## config.mk

```make
export PLATFORM = sky130hd
export DESIGN_NAME = align_shift_flat
export DESIGN_NICKNAME = d
export VERILOG_FILES = /design/src/rtl/align_shift_if.sv /design/src/rtl/align_shift.sv /design/src/flat_wrapper.sv
export SDC_FILE = /design/constraint.sdc
export NUM_CORES = 1
export LEC_CHECK = 0
export CAP_MARGIN = 40
export CORE_MARGIN = 4
export CORE_UTILIZATION = 30
export DETAILED_ROUTE_END_ITERATION = 8
export SLEW_MARGIN = 30
export SYNTH_ARGS = -nofsm -noshare
export SYNTH_HDL_FRONTEND = slang
export SYNTH_SLANG_ARGS = --single-unit
```

## constraint.sdc

```tcl
create_clock -name clk -period 3.62 [get_ports clk]
set_clock_uncertainty 0.2 [all_clocks]
set_input_delay 1.086 -clock clk [delete_from_list [all_inputs] [get_ports clk]]
set_output_delay 1.086 -clock clk [all_outputs]
set_load 0.1 [all_outputs]
```

## src/rtl/align_shift_if.sv

```systemverilog
// Operand/result bus of the exponent-alignment unit.
//
// Handshake: a transfer happens on a rising clk edge where valid and ready
// are both high. The sender keeps valid and its data stable until that edge.
// The receiver may raise or lower ready freely. Ready may depend on the
// receiver's state only, never on valid.
interface align_shift_if #(
   parameter int MANTIS_SIZE = 26,
   parameter int EXP_SIZE    = 8
);
   logic                   in_valid;
   logic                   in_ready;
   logic [EXP_SIZE-1:0]    exp_in;
   logic [EXP_SIZE-1:0]    exp_target;
   logic [MANTIS_SIZE-1:0] mantis_in;
   logic                   out_valid;
   logic                   out_ready;
   logic [EXP_SIZE-1:0]    exp_out;
   logic [MANTIS_SIZE-1:0] mantis_out;
   logic                   align_err;

   // Upstream/downstream side: supplies operands, consumes results.
   modport master (
      output in_valid, exp_in, exp_target, mantis_in, out_ready,
      input  in_ready, out_valid, exp_out, mantis_out, align_err
   );

   // Alignment unit side.
   modport slave (
      input  in_valid, exp_in, exp_target, mantis_in, out_ready,
      output in_ready, out_valid, exp_out, mantis_out, align_err
   );
endinterface

```

## src/rtl/align_shift.sv

```systemverilog
// Multi-cycle exponent-alignment (denormalizer) unit.
// Right-shifts an operand mantissa until its exponent matches a target
// exponent. Every bit shifted out is ORed into bit 0 (sticky). At most
// SHIFT_STEP bits are shifted per cycle, which bounds the shifter depth.
// FSM: IDLE accepts an operand, SHIFT walks the mantissa right, and HOLD
// presents the result until downstream takes it.
module align_shift #(
   parameter int MANTIS_SIZE = 26,
   parameter int EXP_SIZE    = 8,
   parameter int SHIFT_STEP  = 4
) (
   input  logic         clk,
   input  logic         rst_n,
   align_shift_if.slave bus,
   output logic [1:0]   state_dbg
);

   localparam int D_W = EXP_SIZE + 1;

   typedef enum logic [1:0] {
      IDLE  = 2'd0,
      SHIFT = 2'd1,
      HOLD  = 2'd2
   } state_t;

   state_t                 state;
   logic [MANTIS_SIZE-1:0] work_mantis;
   logic [EXP_SIZE-1:0]    work_exp;
   logic [D_W-1:0]         remaining;

   logic [D_W-1:0]         diff;
   logic                   target_lt;
   logic                   diff_zero;
   logic                   diff_flush;
   logic [MANTIS_SIZE-1:0] flush_mantis;
   logic [D_W-1:0]         step;
   logic [MANTIS_SIZE-1:0] shift_mask;
   logic [MANTIS_SIZE-1:0] shifted;
   logic [MANTIS_SIZE-1:0] shift_next;
   logic [D_W-1:0]         rem_next;

   // Accept-time decode: distance to shift and which path to take.
   // diff has one extra bit, so its MSB flags exp_target < exp_in.
   always_comb begin
      diff         = {1'b0, bus.exp_target} - {1'b0, bus.exp_in};
      target_lt    = diff[D_W-1];
      diff_zero    = (diff == '0);
      diff_flush   = !target_lt && (diff >= D_W'(MANTIS_SIZE));
      flush_mantis = {{(MANTIS_SIZE-1){1'b0}}, |bus.mantis_in};
   end

   // One shift cycle: move right by min(remaining, SHIFT_STEP). Bits that
   // fall off the bottom, including the old bit 0, collapse into bit 0.
   always_comb begin
      step       = (remaining > D_W'(SHIFT_STEP)) ? D_W'(SHIFT_STEP) : remaining;
      shift_mask = ~({MANTIS_SIZE{1'b1}} << step);
      shifted    = work_mantis >> step;
      shift_next = {shifted[MANTIS_SIZE-1:1],
                    shifted[0] | (|(work_mantis & shift_mask))};
      rem_next   = remaining - step;
   end

   // Ready only while idle and out of reset, so nothing is taken during
   // SHIFT/HOLD or in the same cycle a result is released.
   assign bus.in_ready = rst_n && (state == IDLE);
   assign state_dbg    = state;

   // Control FSM plus datapath registers. The result registers are written
   // only on entry to HOLD, so they keep their last value at all other times.
   always_ff @(posedge clk or negedge rst_n) begin
      if (!rst_n) begin
         state          <= IDLE;
         work_mantis    <= '0;
         work_exp       <= '0;
         remaining      <= '0;
         bus.out_valid  <= 1'b0;
         bus.exp_out    <= '0;
         bus.mantis_out <= '0;
         bus.align_err  <= 1'b0;
      end else begin
         case (state)
            IDLE: begin
               if (bus.in_valid) begin
                  if (target_lt) begin
                     // Target below operand: cannot align by right shift.
                     // Pass the operand through and flag it.
                     bus.exp_out    <= bus.exp_in;
                     bus.mantis_out <= bus.mantis_in;
                     bus.align_err  <= 1'b1;
                     bus.out_valid  <= 1'b1;
                     state          <= HOLD;
                  end else if (diff_zero) begin
                     bus.exp_out    <= bus.exp_in;
                     bus.mantis_out <= bus.mantis_in;
                     bus.align_err  <= 1'b0;
                     bus.out_valid  <= 1'b1;
                     state          <= HOLD;
                  end else if (diff_flush) begin
                     // Every bit would be shifted out: only the sticky bit remains.
                     bus.exp_out    <= bus.exp_target;
                     bus.mantis_out <= flush_mantis;
                     bus.align_err  <= 1'b0;
                     bus.out_valid  <= 1'b1;
                     state          <= HOLD;
                  end else begin
                     work_mantis <= bus.mantis_in;
                     work_exp    <= bus.exp_target;
                     remaining   <= diff;
                     state       <= SHIFT;
                  end
               end
            end
            SHIFT: begin
               work_mantis <= shift_next;
               remaining   <= rem_next;
               if (rem_next == '0) begin
                  bus.exp_out    <= work_exp;
                  bus.mantis_out <= shift_next;
                  bus.align_err  <= 1'b0;
                  bus.out_valid  <= 1'b1;
                  state          <= HOLD;
               end
            end
            HOLD: begin
               if (bus.out_ready) begin
                  bus.out_valid <= 1'b0;
                  state         <= IDLE;
               end
            end
            default: begin
               bus.out_valid <= 1'b0;
               state         <= IDLE;
            end
         endcase
      end
   end

endmodule

```

## src/flat_wrapper.sv

```systemverilog
// flat-port wrapper written by rule: the top's interface ports become plain ports
module align_shift_flat 
#(
   parameter int MANTIS_SIZE = 26,
   parameter int EXP_SIZE    = 8,
   parameter int SHIFT_STEP  = 4
)
  (clk, rst_n, state_dbg, bus_in_valid, bus_exp_in, bus_exp_target, bus_mantis_in, bus_out_ready, bus_in_ready, bus_out_valid, bus_exp_out, bus_mantis_out, bus_align_err);
  align_shift_if #(.MANTIS_SIZE(MANTIS_SIZE), .EXP_SIZE(EXP_SIZE)) bus_i ();
  input  logic clk;
  input  logic rst_n;
  output logic [1:0] state_dbg;
  input wire logic [$bits(bus_i.in_valid)-1:0] bus_in_valid;
  input wire logic [$bits(bus_i.exp_in)-1:0] bus_exp_in;
  input wire logic [$bits(bus_i.exp_target)-1:0] bus_exp_target;
  input wire logic [$bits(bus_i.mantis_in)-1:0] bus_mantis_in;
  input wire logic [$bits(bus_i.out_ready)-1:0] bus_out_ready;
  output wire logic [$bits(bus_i.in_ready)-1:0] bus_in_ready;
  output wire logic [$bits(bus_i.out_valid)-1:0] bus_out_valid;
  output wire logic [$bits(bus_i.exp_out)-1:0] bus_exp_out;
  output wire logic [$bits(bus_i.mantis_out)-1:0] bus_mantis_out;
  output wire logic [$bits(bus_i.align_err)-1:0] bus_align_err;
  assign bus_i.in_valid = bus_in_valid;
  assign bus_i.exp_in = bus_exp_in;
  assign bus_i.exp_target = bus_exp_target;
  assign bus_i.mantis_in = bus_mantis_in;
  assign bus_i.out_ready = bus_out_ready;
  assign bus_in_ready = bus_i.in_ready;
  assign bus_out_valid = bus_i.out_valid;
  assign bus_exp_out = bus_i.exp_out;
  assign bus_mantis_out = bus_i.mantis_out;
  assign bus_align_err = bus_i.align_err;
  align_shift #(.MANTIS_SIZE(MANTIS_SIZE), .EXP_SIZE(EXP_SIZE), .SHIFT_STEP(SHIFT_STEP)) u_core (.clk(clk), .rst_n(rst_n), .bus(bus_i), .state_dbg(state_dbg));
endmodule
```

; After elaboration in Yosys (flattened, before gate mapping)
; Index checks and enable logic that the tools add are counted.
[totals]
reg_bits = 81
latchBits = 0
ram_bits = 0
romBits = 0
input_bits = 46
out_inout_bits = 39
memories = 0
[classes]
addsub = 2
mul = 0
n_div = 0
order_cmp = 2
n_eq_ne = 9
shift = 2
n_mux = 43
bitwise = 6
n_reduce_logical = 14
[op_table]
columns = operator, n
row1 = 26-bit 2-to-1 mux, 9
row2 = 26-bit case mux with 2 select lines, 2
row3 = 26-bit OR reduction, 2
row4 = 9-bit 2-to-1 mux, 5
row5 = 8-bit 2-to-1 mux, 5
row6 = 26-bit AND, 1
row7 = 26-bit NOT, 1
row8 = "26-bit by 9-bit left shift with 26-bit output, first input constant", 1
row9 = 26-bit by 9-bit >> shifter with 26-bit output, 1
row10 = 9-bit logical NOT, 2
row11 = 9-bit case mux with 2 select lines, 1
row12 = 8-bit case mux with 2 select lines, 1
row13 = 2-bit 2-to-1 mux, 6
row14 = 1-bit 2-to-1 mux, 11
row15 = "2-bit inequality test, second input constant", 5
row16 = 5-bit AND reduction, 2
row17 = "9-bit by 5-bit >= comparator with 1-bit output, second input constant", 1
row18 = "9-bit by 3-bit > comparator with 1-bit output, second input constant", 1
row19 = 8-bit by 8-bit subtractor with 9-bit output, 1
row20 = 9-bit subtractor, 1
row21 = 4-bit AND reduction, 2
row22 = 2-bit case mux with 3 select lines, 1
row23 = "4-bit by 1-bit inequality test with 1-bit output, second input constant", 1
row24 = 1-bit NOT, 3
row25 = other kinds (11), 12

; Logic depth before layout (Yosys ltp)
; Gate-level depths: netlist of run 1.
[depth]
depth_word = 9
depth_mapped = 16

; Worst setup path before layout of run 1
; No wires, ideal clock.
[synth_path]
kind = input-to-reg
from = input port bus_exp_target[0]
to = register u_core.remaining[6]
setup_time_ps = 121
t_arrival_ps = 3846
t_required_ps = 3299
slack_ps = -547
cell_stages = 14
path_buffers = 3
path_cell_list = inv_1 > ha_1 > inv_1 > fa_1 > a211oi_1 > nor2_1 > xnor2_1 > and4_1 > buf_2 > or3_1 > o41a_1 > buf_2 > buf_2 > a22o_1
[synth_via]
elab_chain_cells = 6
word_cells_on_any_way = 14
cone_classes = 1 x add/sub / 1 x order compare / 3 x eq/ne / 5 x mux / 4 x reduce/logical
[synth_lines]
columns = element, line
row1 = from (decl), flat_wrapper.sv:15  ; input wire logic [$bits(bus_i.exp_target)-1:0] bus_exp_target;
row2 = 8-bit by 8-bit subtractor with 9-bit output (*), align_shift.sv:45  ; diff = {1'b0, bus.exp_target} - {1'b0, bus.exp_in};
row3 = "parallel branches: the longest is 5 deep, another holds 9-bit by 5-bit >= comparator with 1-bit output", -
row4 = to (signal assigned), align_shift.sv:108  ; remaining <= diff;
row5 = to (signal assigned), align_shift.sv:115  ; remaining <= rem_next;
row6 = to (decl), align_shift.sv:29  ; logic [D_W-1:0] remaining;
; Mark *: on every way between the ends. The select of a mux whose other input is x is not followed.
; A chain may end at the register's enable or synchronous reset.

; Worst setup path after layout of run 1
[layout_path]
from = input port bus_exp_target[0]
to = register u_core.work_mantis[14]
[layout_via]
elab_chain_cells = 5
word_cells_on_any_way = 9
cone_classes = 1 x add/sub / 1 x order compare / 3 x eq/ne / 4 x reduce/logical
[layout_lines]
columns = element, line
row1 = 8-bit by 8-bit subtractor with 9-bit output (*), align_shift.sv:45
row2 = 9-bit by 5-bit >= comparator with 1-bit output / 1-bit logical NOT (equally long branches), align_shift.sv:48  ; diff_flush = !target_lt && (diff >= D_W'(MANTIS_SIZE));
row3 = 1-bit logical AND, align_shift.sv:48
row4 = 2-bit inequality test (no source line), -
row5 = 5-bit AND reduction (no source line) (*), -
row6 = to (signal assigned), align_shift.sv:106  ; work_mantis <= bus.mantis_in;
row7 = to (signal assigned), align_shift.sv:114  ; work_mantis <= shift_next;
row8 = to (decl), align_shift.sv:27  ; logic [MANTIS_SIZE-1:0] work_mantis;
; Every way passes the cells marked *; elsewhere a longest branch is shown, timed or not.

==> flow_summary_export.csv, run 1 <==
group,metric,value,unit
run_status,status,"complete, but fails checks",
run_status,violations,"setup timing",
critical_path,critPathRequiredTime,3.64,ns
timing,setup_viol,41,
detailed_routing,wl_per_cell,18.4,um
clock_network,h-tree-depth,3,
pwr,switching_share,0.509,
timing,drv_slew,0,
grt,grt_start_max_net_pins,43,
synthesis,postSynthCellCount,570,
synthesis,yosysWarnings,0,
timing,worstMarginPinSlew,0.686,ns
placed_design,dpl_cell_area,6790,um^2
clock_network,cts_root_buffer,"clkbuf_16",
critical_path,r2r-start,"u_core.remaining[3]$_DFFE_PN0P_",
pwr,vdd_drop_max,0.696,mV
grt,antenna_found_initial,0,
cells_and_area,fill_cells,1585,
synthesis,synth_seq_cells,81,
synthesis,postSynthAreaPerCell,9.12,um^2
synthesis,synth_cell_type_count,57,
critical_path,cp_slowest_stage_delay,0.39,ns
cells_and_area,antenna_cells,0,
detailed_routing,vias_per_cell,5.51,
critical_path,cp_slowest_cell,"or3_4",
grt,grt_first_pass_wirelength,28200,um
timing,hold_viol_final,0,
cells_and_area,fin_nets,767,
die,pin_count,85,
synthesis,syn_area,5200,um^2
clock_network,clock_sinks,81,
timing,fmax,0.267,GHz
detailed_routing,drt_pre_antenna_iters,4,
synthesis,syn-num-nets,626,
cells_and_area,drive_gt1_frac,0.335,
critical_path,start_kind,"input pin",
cells_and_area,fin_area,7500,um^2
critical_path,crit_path_end_kind,"flop",
critical_path,crit_top_cell,"buf_12",
pwr,comb_power_share,0.574,
clock_network,path_clk_slew,0.06,ns
timing,rsz0062_at_grt,"true",
pwr,p_int,0.00318,W
clock_network,insertion_delay,0.34,ns
clock_network,ctsLongestPathBuffers,2,
detailed_routing,remaining_drc_errors,0,
die,die_area,19500,um^2
cells_and_area,area_growth,44.2,%
synthesis,ys_async_sr_fraction,1.00,
clock_network,cts_buffers,9,
critical_path,crit_start,"bus_exp_target[0]",
grt,gr-total-overflow,0,
die,die_h,140,um
timing,final.period_utilization,1.04,
grt,grt_pass1_vias,5275,
timing,slew_headroom,0.543,
placed_design,dp_hpwl,12400,um
pwr,p_sw,0.00331,W
synthesis,ys_seq_area_frac,0.390,
detailed_routing,num_vias,5155,
cells_and_area,final_util,0.447,
timing,fin_crit,3.75,ns
detailed_routing,wl,17200,um
clock_network,cts_hold_buf,0,
placed_design,io_buffer_count,84,
timing,setup_ws,-0.130,ns
detailed_routing,detail-route-antenna-nets,0,
die,core,16800,um^2
die,start_util,0.310,
placed_design,place_congestion,0.909,
pwr,power_density,865,nW/um^2
clock_network,cts_tree,"done",
min_path,hp-start,"u_core.bus.out_valid$_DFFE_PN0P_",
synthesis,synth_flop_cell,"dfrtp_1",
die,die_x,140,um
critical_path,cp_max_fo,7,
flow_run,max-cap-violations,0,
pwr,clkPwrFrac,0.155,
pwr,pwr-share-seq,0.271,
critical_path,worstPathCellList,"buf_12 -> inv_12 -> ha_4 -> inv_2 -> fa_2 -> a211oi_4 -> nor2_2 -> xnor2_2 -> and4_1 -> or3_4 -> o41a_4 -> buf_12 -> buf_16 -> a221o_1",
critical_path,arrival,3.77,ns
critical_path,critical_path_class,"input pin to flop",
die,rows,47,
grt,gr-usage-all-layers,0.175,
min_path,hold_path.class,"flop to flop",
synthesis,synth_edf_count,0,
pwr,p_leak,3.31,nW
detailed_routing,drt_iter0_drc,387,
==> power by group through the flow <==
stage	sequential (W)	clock, W	combinational, W
after floorplan	0.00311	0	0.00130
after global placement	0.00173	0	0.00356
after detailed placement	0.00175	0	0.00362
after CTS	0.00174	0.00103	0.00368
after global routing	0.00182	0.00107	0.00393
final	0.00176	0.00101	0.00372
==> layer usage <==
layer	up-vias	global-route usage	routed length [um]
met3	22	0.0405	961
met4	0	0.0393	217
met2	162	0.301	8560
met5	-	0	0
li1	2424	-	-
met1	2547	0.226	7450
==> synth_stat cells, types with 4 or more instances <==
master	number	area, um^2
ha_1	9	113
a21oi_1	47	235
nand2_1	44	165
mux4_2	5	113
clkbuf_1	25	93.8
buf_2	16	80.1
or4_1	4	30.0
o31ai_1	4	30.0
nand3_1	24	120
a31oi_1	13	81.3
mux2_1	4	45.0
o221ai_1	9	78.8
nand2b_1	4	25.0
a22oi_1	6	45.0
o21a_1	4	30.0
mux2i_1	20	200
a221o_1	17	170
dfrtp_1	81	2030
nand4_1	4	25.0
nor3_1	24	120
o21ai_0	34	170
nor2_1	44	165
buf_4	4	30.0
inv_1	17	63.8
a21o_1	5	37.5
nor4_1	9	56.3
and3_1	6	37.5
a211oi_1	10	75.1
mux2_2	30	338
or3_1	5	31.3
==> cells by family after synthesis <==
logic type               share of synthesized area
AO/OA/AOI/OAI                                0.225
XOR/XNOR                                    0.0101
adder cells (fa/ha/maj)                     0.0255
buffers and inverters                       0.0522
flip-flops                                   0.390
multiplexers                                 0.134
other                                     0.000721
AND/OR/NAND/NOR                              0.162
==> per-stage QoR <==
step	TNS [ns]	power [W]	cells	hold WS, ns	setup slack, ns
after global placement	-74.46	0.00529	907	0.282	-1.07
final	-2.37	0.00649	936	0.300	-0.130
after floorplan	-18.08	0.00441	570	0.271	-0.355
after CTS	-1.16	0.00645	935	0.310	-0.113
after detailed placement	-82.26	0.00536	908	0.295	-1.14
after global routing	-11.93	0.00682	936	0.316	-0.210
==> worst max-delay path, delay by kind of cell <==
kind / cells / cell delay, ns
AO/OA/AOI/OAI: 3 / 0.94
XOR/XNOR: 1 / 0.14
adder cells (fa/ha/maj): 2 / 0.47
buffers and inverters: 5 / 0.47
AND/OR/NAND/NOR: 3 / 0.63
==> cell type report <==
type | instances | area [um^2] | share of cell area
Multi-Input combinational cell | 426 | 3190 | 0.426
Tap cell | 220 | 275 | 0.0367
Timing Repair Buffer | 175 | 1600 | 0.214
Sequential cell | 81 | 2030 | 0.270
Clock buffer | 12 | 246 | 0.0329
Clock inverter | 4 | 76.3 | 0.0102
Inverter | 18 | 80.1 | 0.0107
==> flip-flops by register name, summed over array words and instances, names as in the netlist <==
name / count
u_core.bus.mantis_out: 26
u_core.work_mantis: 26
u_core.remaining: 9
u_core.bus.exp_out: 8
u_core.work_exp: 8
u_core.state_dbg: 2
u_core.bus.align_err: 1
u_core.bus.out_valid: 1
==> timing repair <==
item                                    4_1_cts  5_1_grt
hold endpoints to repair                      0        0
setup buffers                                 8        1
endpoints found under the setup margin       81       81
pin swaps                                    23       11
resized for setup                            63       22
gates cloned                                  3        1
==> layout by cell type (no fill, tap or decap), types with 5 or more instances in the layout <==
| cell | instances |
|---|---|
| dfrtp_1 | 81 |
| a221o_1 | 17 |
| mux2_2 | 26 |
| mux2_4 | 8 |
| buf_4 | 117 |
| o21ai_2 | 6 |
| a31oi_1 | 12 |
| and3_1 | 5 |
| a21o_1 | 5 |
| nand2_1 | 42 |
| o221ai_1 | 8 |
| nor4_1 | 9 |
| inv_1 | 12 |
| nor3_1 | 24 |
| mux2i_1 | 20 |
| a211oi_1 | 9 |
| a21oi_1 | 44 |
| mux4_2 | 5 |
| nand3_1 | 22 |
| clkbuf_16 | 10 |
| clkdlybuf4s50_1 | 30 |
| dlygate4sd2_1 | 8 |
| nor2_1 | 41 |
| buf_12 | 8 |
| o21ai_0 | 27 |
==> final timing paths <==
| check | endpoint | slack [ns] | depth (start not counted) |
|---|---|---|---|
| worst max-delay path | u_core.work_mantis[14]$_DFFE_PN0P_ | -0.13 | 14 |
| worst min-delay path | u_core.bus.out_valid$_DFFE_PN0P_ | 0.30 | 1 |
| worst max register to register | u_core.bus.exp_out[1]$_DFFE_PN0P_ | 0.07 | 11 |
| worst min register to register | u_core.bus.out_valid$_DFFE_PN0P_ | 0.30 | 1 |
| max in group asynchronous | u_core.bus.mantis_out[21]$_DFFE_PN0P_ | 1.94 | 3 |
| min in group asynchronous | u_core.bus.exp_out[2]$_DFFE_PN0P_ | 0.36 | 1 |
No activity file was read; power rests on OpenSTA's default activity.
==> run 2: changes to the inputs <==
TNS_END_PERCENT = 50   (was not set)
==> run 2 against run 1 <==
Net effect: the flow still finishes with violations (setup timing); via count rose by 2.2%; die area did not move; flip-flop and latch count did not move; largest power group unchanged; clock power barely moved; register-to-register slack improved by 0.06 ns; first-iteration DRC count rose by 6.5%; maximum frequency fell by 3.3%; highest routed layer unchanged; global-route usage rose by 0.28 points; largest cell class unchanged.
==> flow_summary_export.csv, run 2 (synthesis gave the netlist of run 1 again) <==
group,metric,value,unit
critical_path,start_kind,"input pin",
critical_path,arrival,3.91,ns
pwr,vdd_drop_max,0.683,mV
detailed_routing,drt_pre_antenna_iters,5,
cells_and_area,multi_input_area,3240,um^2
critical_path,critical_path_class,"input pin to flop",
timing,setup_ws,-0.257,ns
clock_network,h-tree-depth,3,
clock_network,clock_sinks,81,
detailed_routing,detail-route-antenna-nets,0,
timing,setup_viol,79,
grt,gr-usage-all-layers,0.178,
cells_and_area,fin_nets,776,
die,rows,47,
clock_network,cts_tree,"done",
clock_network,cts_buffers,9,
detailed_routing,wl,18000,um
placed_design,dp_hpwl,12100,um
clock_network,ctsLongestPathBuffers,2,
die,start_util,0.310,
pwr,p_sw,0.00336,W
cells_and_area,final_cell_mix,"buf_4, dfrtp_1, nor2_1",
placed_design,dpl_cell_area,6710,um^2
grt,gr-total-overflow,0,
pwr,p_leak,3.36,nW
flow_run,max-cap-violations,0,
cells_and_area,drive_gt1_frac,0.356,
detailed_routing,num_vias,5266,
pwr,clkPwrFrac,0.149,
timing,fmax,0.258,GHz
detailed_routing,drt_iter0_drc,412,
detailed_routing,remaining_drc_errors,0,
timing,hold_viol_final,0,
grt,grt_start_max_net_pins,82,
timing,slew_headroom,0.512,
min_path,hold_path.class,"flop to flop",
timing,worstMarginPinSlew,0.731,ns
grt,grt_first_pass_wirelength,28100,um
die,die_h,140,um
timing,drv_slew,0,
timing,timing.hold.ws,0.299,ns
critical_path,cp_max_fo,5,
die,die_area,19500,um^2
clock_network,path_clk_slew,0.06,ns
pwr,switching_share,0.513,
cells_and_area,area_growth,46.7,%
die,pin_count,85,
cells_and_area,final_common_cell,"buf_4",
cells_and_area,fill_cells,1594,
pwr,comb_power_share,0.589,
cells_and_area,seq_area,2030,um^2
timing,final.period_utilization,1.07,
detailed_routing,vias_per_cell,5.57,
placed_design,io_buffer_count,84,
die,core,16800,um^2
pwr,power_density,858,nW/um^2
critical_path,crit_path_end_kind,"flop",
timing,rsz0062_at_grt,"true",
critical_path,critPathRequiredTime,3.66,ns
cells_and_area,largestRegisters,"u_core.bus.mantis_out x26, u_core.work_mantis x26, u_core.remaining x9",
timing,fin_crit,3.88,ns
run_status,status,"complete, but fails checks",
grt,antenna_found_initial,0,
pwr,p_int,0.00319,W
clock_network,insertion_delay,0.36,ns
pwr,pwr-share-seq,0.262,
grt,grt_pass1_vias,5338,
placed_design,place_congestion,0.896,
cells_and_area,antenna_cells,0,
cells_and_area,fin_area,7630,um^2
die,die_x,140,um
detailed_routing,wl_per_cell,19.0,um
clock_network,cts_root_buffer,"clkbuf_16",
run_status,violations,"setup timing",
## run 2: final cells by class
class,instances,share of cell area
multi-input combinational,426,0.425
sequential,81,0.266
clock buffer,11,0.0331
timing repair buffer,184,0.221
tap,220,0.0361
inverter,18,0.0105
clock inverter,5,0.00820
## run 2: per-stage QoR
step,worst slack (ns),std cells,setup TNS (ns),total power (W),utilization
after floorplan,-0.355,570,-17.07,0.00435,-
after global placement,-1.02,908,-75.47,0.00525,0.400
after detailed placement,-1.04,908,-77.75,0.00531,0.401
after CTS,-0.154,936,-2.64,0.00642,0.436
after global routing,-0.367,945,-20.01,0.00686,0.455
final,-0.257,945,-9.83,0.00655,0.455
## run 2: path summary, 6_finish.rpt
check,slack (ns),cells after the start,from,to
worst min register to register,0.30,1,u_core.bus.out_valid$_DFFE_PN0P_,u_core.bus.out_valid$_DFFE_PN0P_
max in group asynchronous,2.20,3,rst_n,u_core.bus.align_err$_DFFE_PN0P_
worst max register to register,0.13,12,u_core.remaining[7]$_DFFE_PN0P_,u_core.bus.exp_out[1]$_DFFE_PN0P_
worst max-delay path,-0.26,16,bus_exp_target[0],u_core.work_exp[0]$_DFFE_PN0P_
min in group asynchronous,0.46,2,rst_n,u_core.work_exp[3]$_DFFE_PN0P_
worst min-delay path,0.30,1,u_core.bus.out_valid$_DFFE_PN0P_,u_core.bus.out_valid$_DFFE_PN0P_
## run 2: power groups by stage
stage          clock network, W  logic, W  registers (W)
5_1_grt                 0.00104   0.00406        0.00177
4_1_cts                 0.00100   0.00373        0.00169
3_3_place_gp                  0   0.00356        0.00168
2_1_floorplan                 0   0.00125        0.00311
6_report               0.000977   0.00385        0.00171
3_5_place_dp                  0   0.00362        0.00170
## run 2: repair_timing
action	CTS	global route
pin swaps	20	25
hold buffers	0	0
buffers inserted	10	10
cloned	2	3
resized for setup	65	68
setup endpoints to repair	81	81
## run 2: critical path: stages
cell and delay (ns):
buf_12 0.11, inv_12 0.04, ha_4 0.11, inv_2 0.04, fa_2 0.39, a211oi_2 0.28, nor2_2 0.08, xnor2_2 0.25
nor3_2 0.10, or3_4 0.39, buf_4 0.15, buf_4 0.13, nor4_4 0.11, buf_4 0.20, buf_6 0.15, mux2_4 0.30
## run 2: per-layer routing
layer  share of wire  track usage
met1            0.42        0.226
met2            0.48        0.285
met3           0.066       0.0508
met4           0.034       0.0745
met5               0            0
==> run 3: changes to the inputs <==
CTS_BUF_LIST = sky130_fd_sc_hd__clkbuf_16   (was not set)
MAX_ROUTING_LAYER = met4   (was not set)
==> run 3 against run 2 <==
Net effect: sequential share of layout area is 1.0 points lower; via count is 4.0% higher; the run still ends with setup timing left; routed wire length is 7.6% higher; critical endpoint is now u_core.work_exp[7]$_DFFE_PN0P_; maximum frequency is 0.17% lower; total power is 6.3% higher; critical path depth is 2 lower; cell count is 0.53% higher; setup slack worse by 0.0065 ns; clock power is 12% higher; flip-flop and latch count stayed put; sequential power is 2% higher.
==> flow_summary_export.csv, run 3 (synthesis gave the netlist of run 1 again) <==
group,metric,value,unit
critical_path,arrival,3.92,ns
clock_network,path_clk_slew,0.06,ns
critical_path,rr_worst_depth,12,
die,core,16800,um^2
timing,setup_viol,81,
cells_and_area,drive_gt1_frac,0.385,
cells_and_area,final_common_cell,"buf_4",
detailed_routing,vias_per_cell,5.77,
min_path,hp-start,"u_core.bus.out_valid$_DFFE_PN0P_",
critical_path,cp_max_fo,9,
pwr,clkPwrFrac,0.157,
clock_network,cts_buffers,9,
run_status,status,"complete, but fails checks",
timing,final.period_utilization,1.07,
min_path,hold_path.class,"flop to flop",
critical_path,start_kind,"input pin",
timing,drv_slew,0,
critical_path,r2r-end,"u_core.bus.exp_out[3]$_DFFE_PN0P_",
grt,gr-total-overflow,0,
timing,setup_ws,-0.263,ns
pwr,pwr-share-seq,0.252,
detailed_routing,detail-route-antenna-nets,0,
placed_design,dp_cells,907,
die,die_h,140,um
clock_network,ctsLongestPathBuffers,2,
critical_path,crit_start,"bus_exp_in[0]",
cells_and_area,instances_no_fill,950,
clock_network,cts_root_buffer,"clkbuf_16",
die,die_x,140,um
grt,gr-usage-all-layers,0.200,
detailed_routing,drt_iter0_drc,467,
timing,rsz0062_at_grt,"true",
placed_design,place_congestion,0.894,
cells_and_area,fin_nets,780,
detailed_routing,wl_per_cell,20.4,um
cells_and_area,final_cell_mix,"buf_4, dfrtp_1, nand2_1",
pwr,comb_power_share,0.590,
detailed_routing,num_vias,5479,
detailed_routing,drt_pre_antenna_iters,5,
critical_path,critical_path_class,"input pin to flop",
min_path,hold_depth,1,
cells_and_area,area_growth,52.6,%
pwr,p_int,0.00343,W
timing,timing.hold.ws,0.311,ns
flow_run,max-cap-violations,0,
clock_network,h-tree-depth,3,
pwr,vdd_drop_max,0.744,mV
pwr,switching_share,0.507,
timing,slew_headroom,0.557,
min_path,min_to,"u_core.bus.out_valid$_DFFE_PN0P_",
grt,grt_start_max_net_pins,82,
die,die_area,19500,um^2
die,rows,47,
timing,worstMarginPinSlew,0.665,ns
timing,hold_viol_final,0,
detailed_routing,wl,19300,um
clock_network,clock_sinks,81,
timing,fin_crit,3.88,ns
critical_path,r2r-start,"u_core.remaining[4]$_DFFE_PN0P_",
critical_path,crit_path_end_kind,"flop",
run_status,violations,"setup timing",
clock_network,insertion_delay,0.36,ns
critical_path,r2r_setup_slack,0.02,ns
die,start_util,0.310,
clock_network,cts_tree,"done",
die,pin_count,85,
cells_and_area,largestRegisters,"u_core.bus.mantis_out x26, u_core.work_mantis x26, u_core.remaining x9",
placed_design,dp_hpwl,12200,um
grt,antenna_found_initial,1,
pwr,power_density,876,nW/um^2
detailed_routing,remaining_drc_errors,0,
pwr,p_sw,0.00352,W
timing,fmax,0.258,GHz
grt,grt_pass1_vias,5643,
grt,grt_first_pass_wirelength,30600,um
critical_path,critPathRequiredTime,3.65,ns
pwr,p_leak,3.44,nW
placed_design,io_buffer_count,84,
==> run 3: cell types whose count changed in the layout (fill, tap and decap cells not counted), sizes merged <==
| cell | delta |
|---|---|
| inv | +1 |
| buf | +4 |
| diode | +1 |
| clkinv | +1 |
| bufinv | +2 |
| clkinvlp | -2 |
| clkdlybuf4s15 | +2 |
| clkbuf | -2 |
| dlygate4sd2 | -2 |
==> run 3: stage by stage <==
stage | setup TNS, ns | util | cell area, um^2 | setup slack [ns] | power, W
floorplan | -17.07 | - | 5280 | -0.355 | 0.00435
global placement | -76.65 | 0.400 | 6700 | -1.06 | 0.00524
detailed placement | -82.79 | 0.400 | 6710 | -1.13 | 0.00532
CTS | -5.59 | 0.461 | 7730 | -0.180 | 0.00679
global route | -20.69 | 0.474 | 7940 | -0.356 | 0.00727
finish | -14.72 | 0.474 | 7940 | -0.263 | 0.00696
==> run 3: worst max-delay path by stage <==
stage                                         end  slack [ns]  cells past startpoint
2_1_floorplan     u_core.remaining[6]$_DFFE_PN0P_       -0.36                     14
3_3_place_gp      u_core.remaining[1]$_DFFE_PN0P_       -1.06                     14
3_5_place_dp     u_core.bus.align_err$_DFFE_PN0P_       -1.13                     15
4_1_cts        u_core.work_mantis[15]$_DFFE_PN0P_       -0.18                     14
5_1_grt           u_core.remaining[1]$_DFFE_PN0P_       -0.36                     14
6_report           u_core.work_exp[7]$_DFFE_PN0P_       -0.26                     14
==> run 3: layout make-up <==
cell class | instances | area, um^2
antenna | 1 | 2.50
clock buffer | 9 | 225
clock inverter | 7 | 125
fill | 1508 | 8820
inverter | 18 | 80.1
multi-input combinational | 426 | 3400
sequential | 81 | 2030
tap | 220 | 275
timing repair buffer | 188 | 1800
==> run 3: worst max-delay path, cell delays in order <==
cell	delay, ns
buf_2	0.13
ha_4	0.14
inv_2	0.04
fa_2	0.41
a211oi_4	0.27
nor2_2	0.07
xnor2_2	0.15
and4_4	0.20
or3_4	0.39
buf_4	0.14
buf_4	0.13
nor4_4	0.16
buf_6	0.23
mux2_2	0.35
==> run 3: metal layers <==
layer  up-vias  global-route usage  routed length (um)
met5         -                   -                   0
li1       2454                   -                   -
met4         0              0.0607                 318
met2       240               0.329                9620
met1      2756               0.242                7880
met3        29              0.0542                1530
==> run 3: timing repair <==
action / in CTS / in global routing
endpoints found under the setup margin: 81 / 80
resized for setup: 92 / 63
hold buffers: 0 / 0
cloned: 9 / 1
pin swaps: 34 / 19
buffers inserted: 21 / 5
==> run 3: power groups by stage <==
stage / Clock [W] / Sequential, W / Combinational (W)
after floorplan: 0 / 0.00311 / 0.00125
after global placement: 0 / 0.00169 / 0.00354
after detailed placement: 0 / 0.00171 / 0.00361
after CTS: 0.00111 / 0.00171 / 0.00397
after global routing: 0.00116 / 0.00180 / 0.00431
final: 0.00109 / 0.00175 / 0.00411
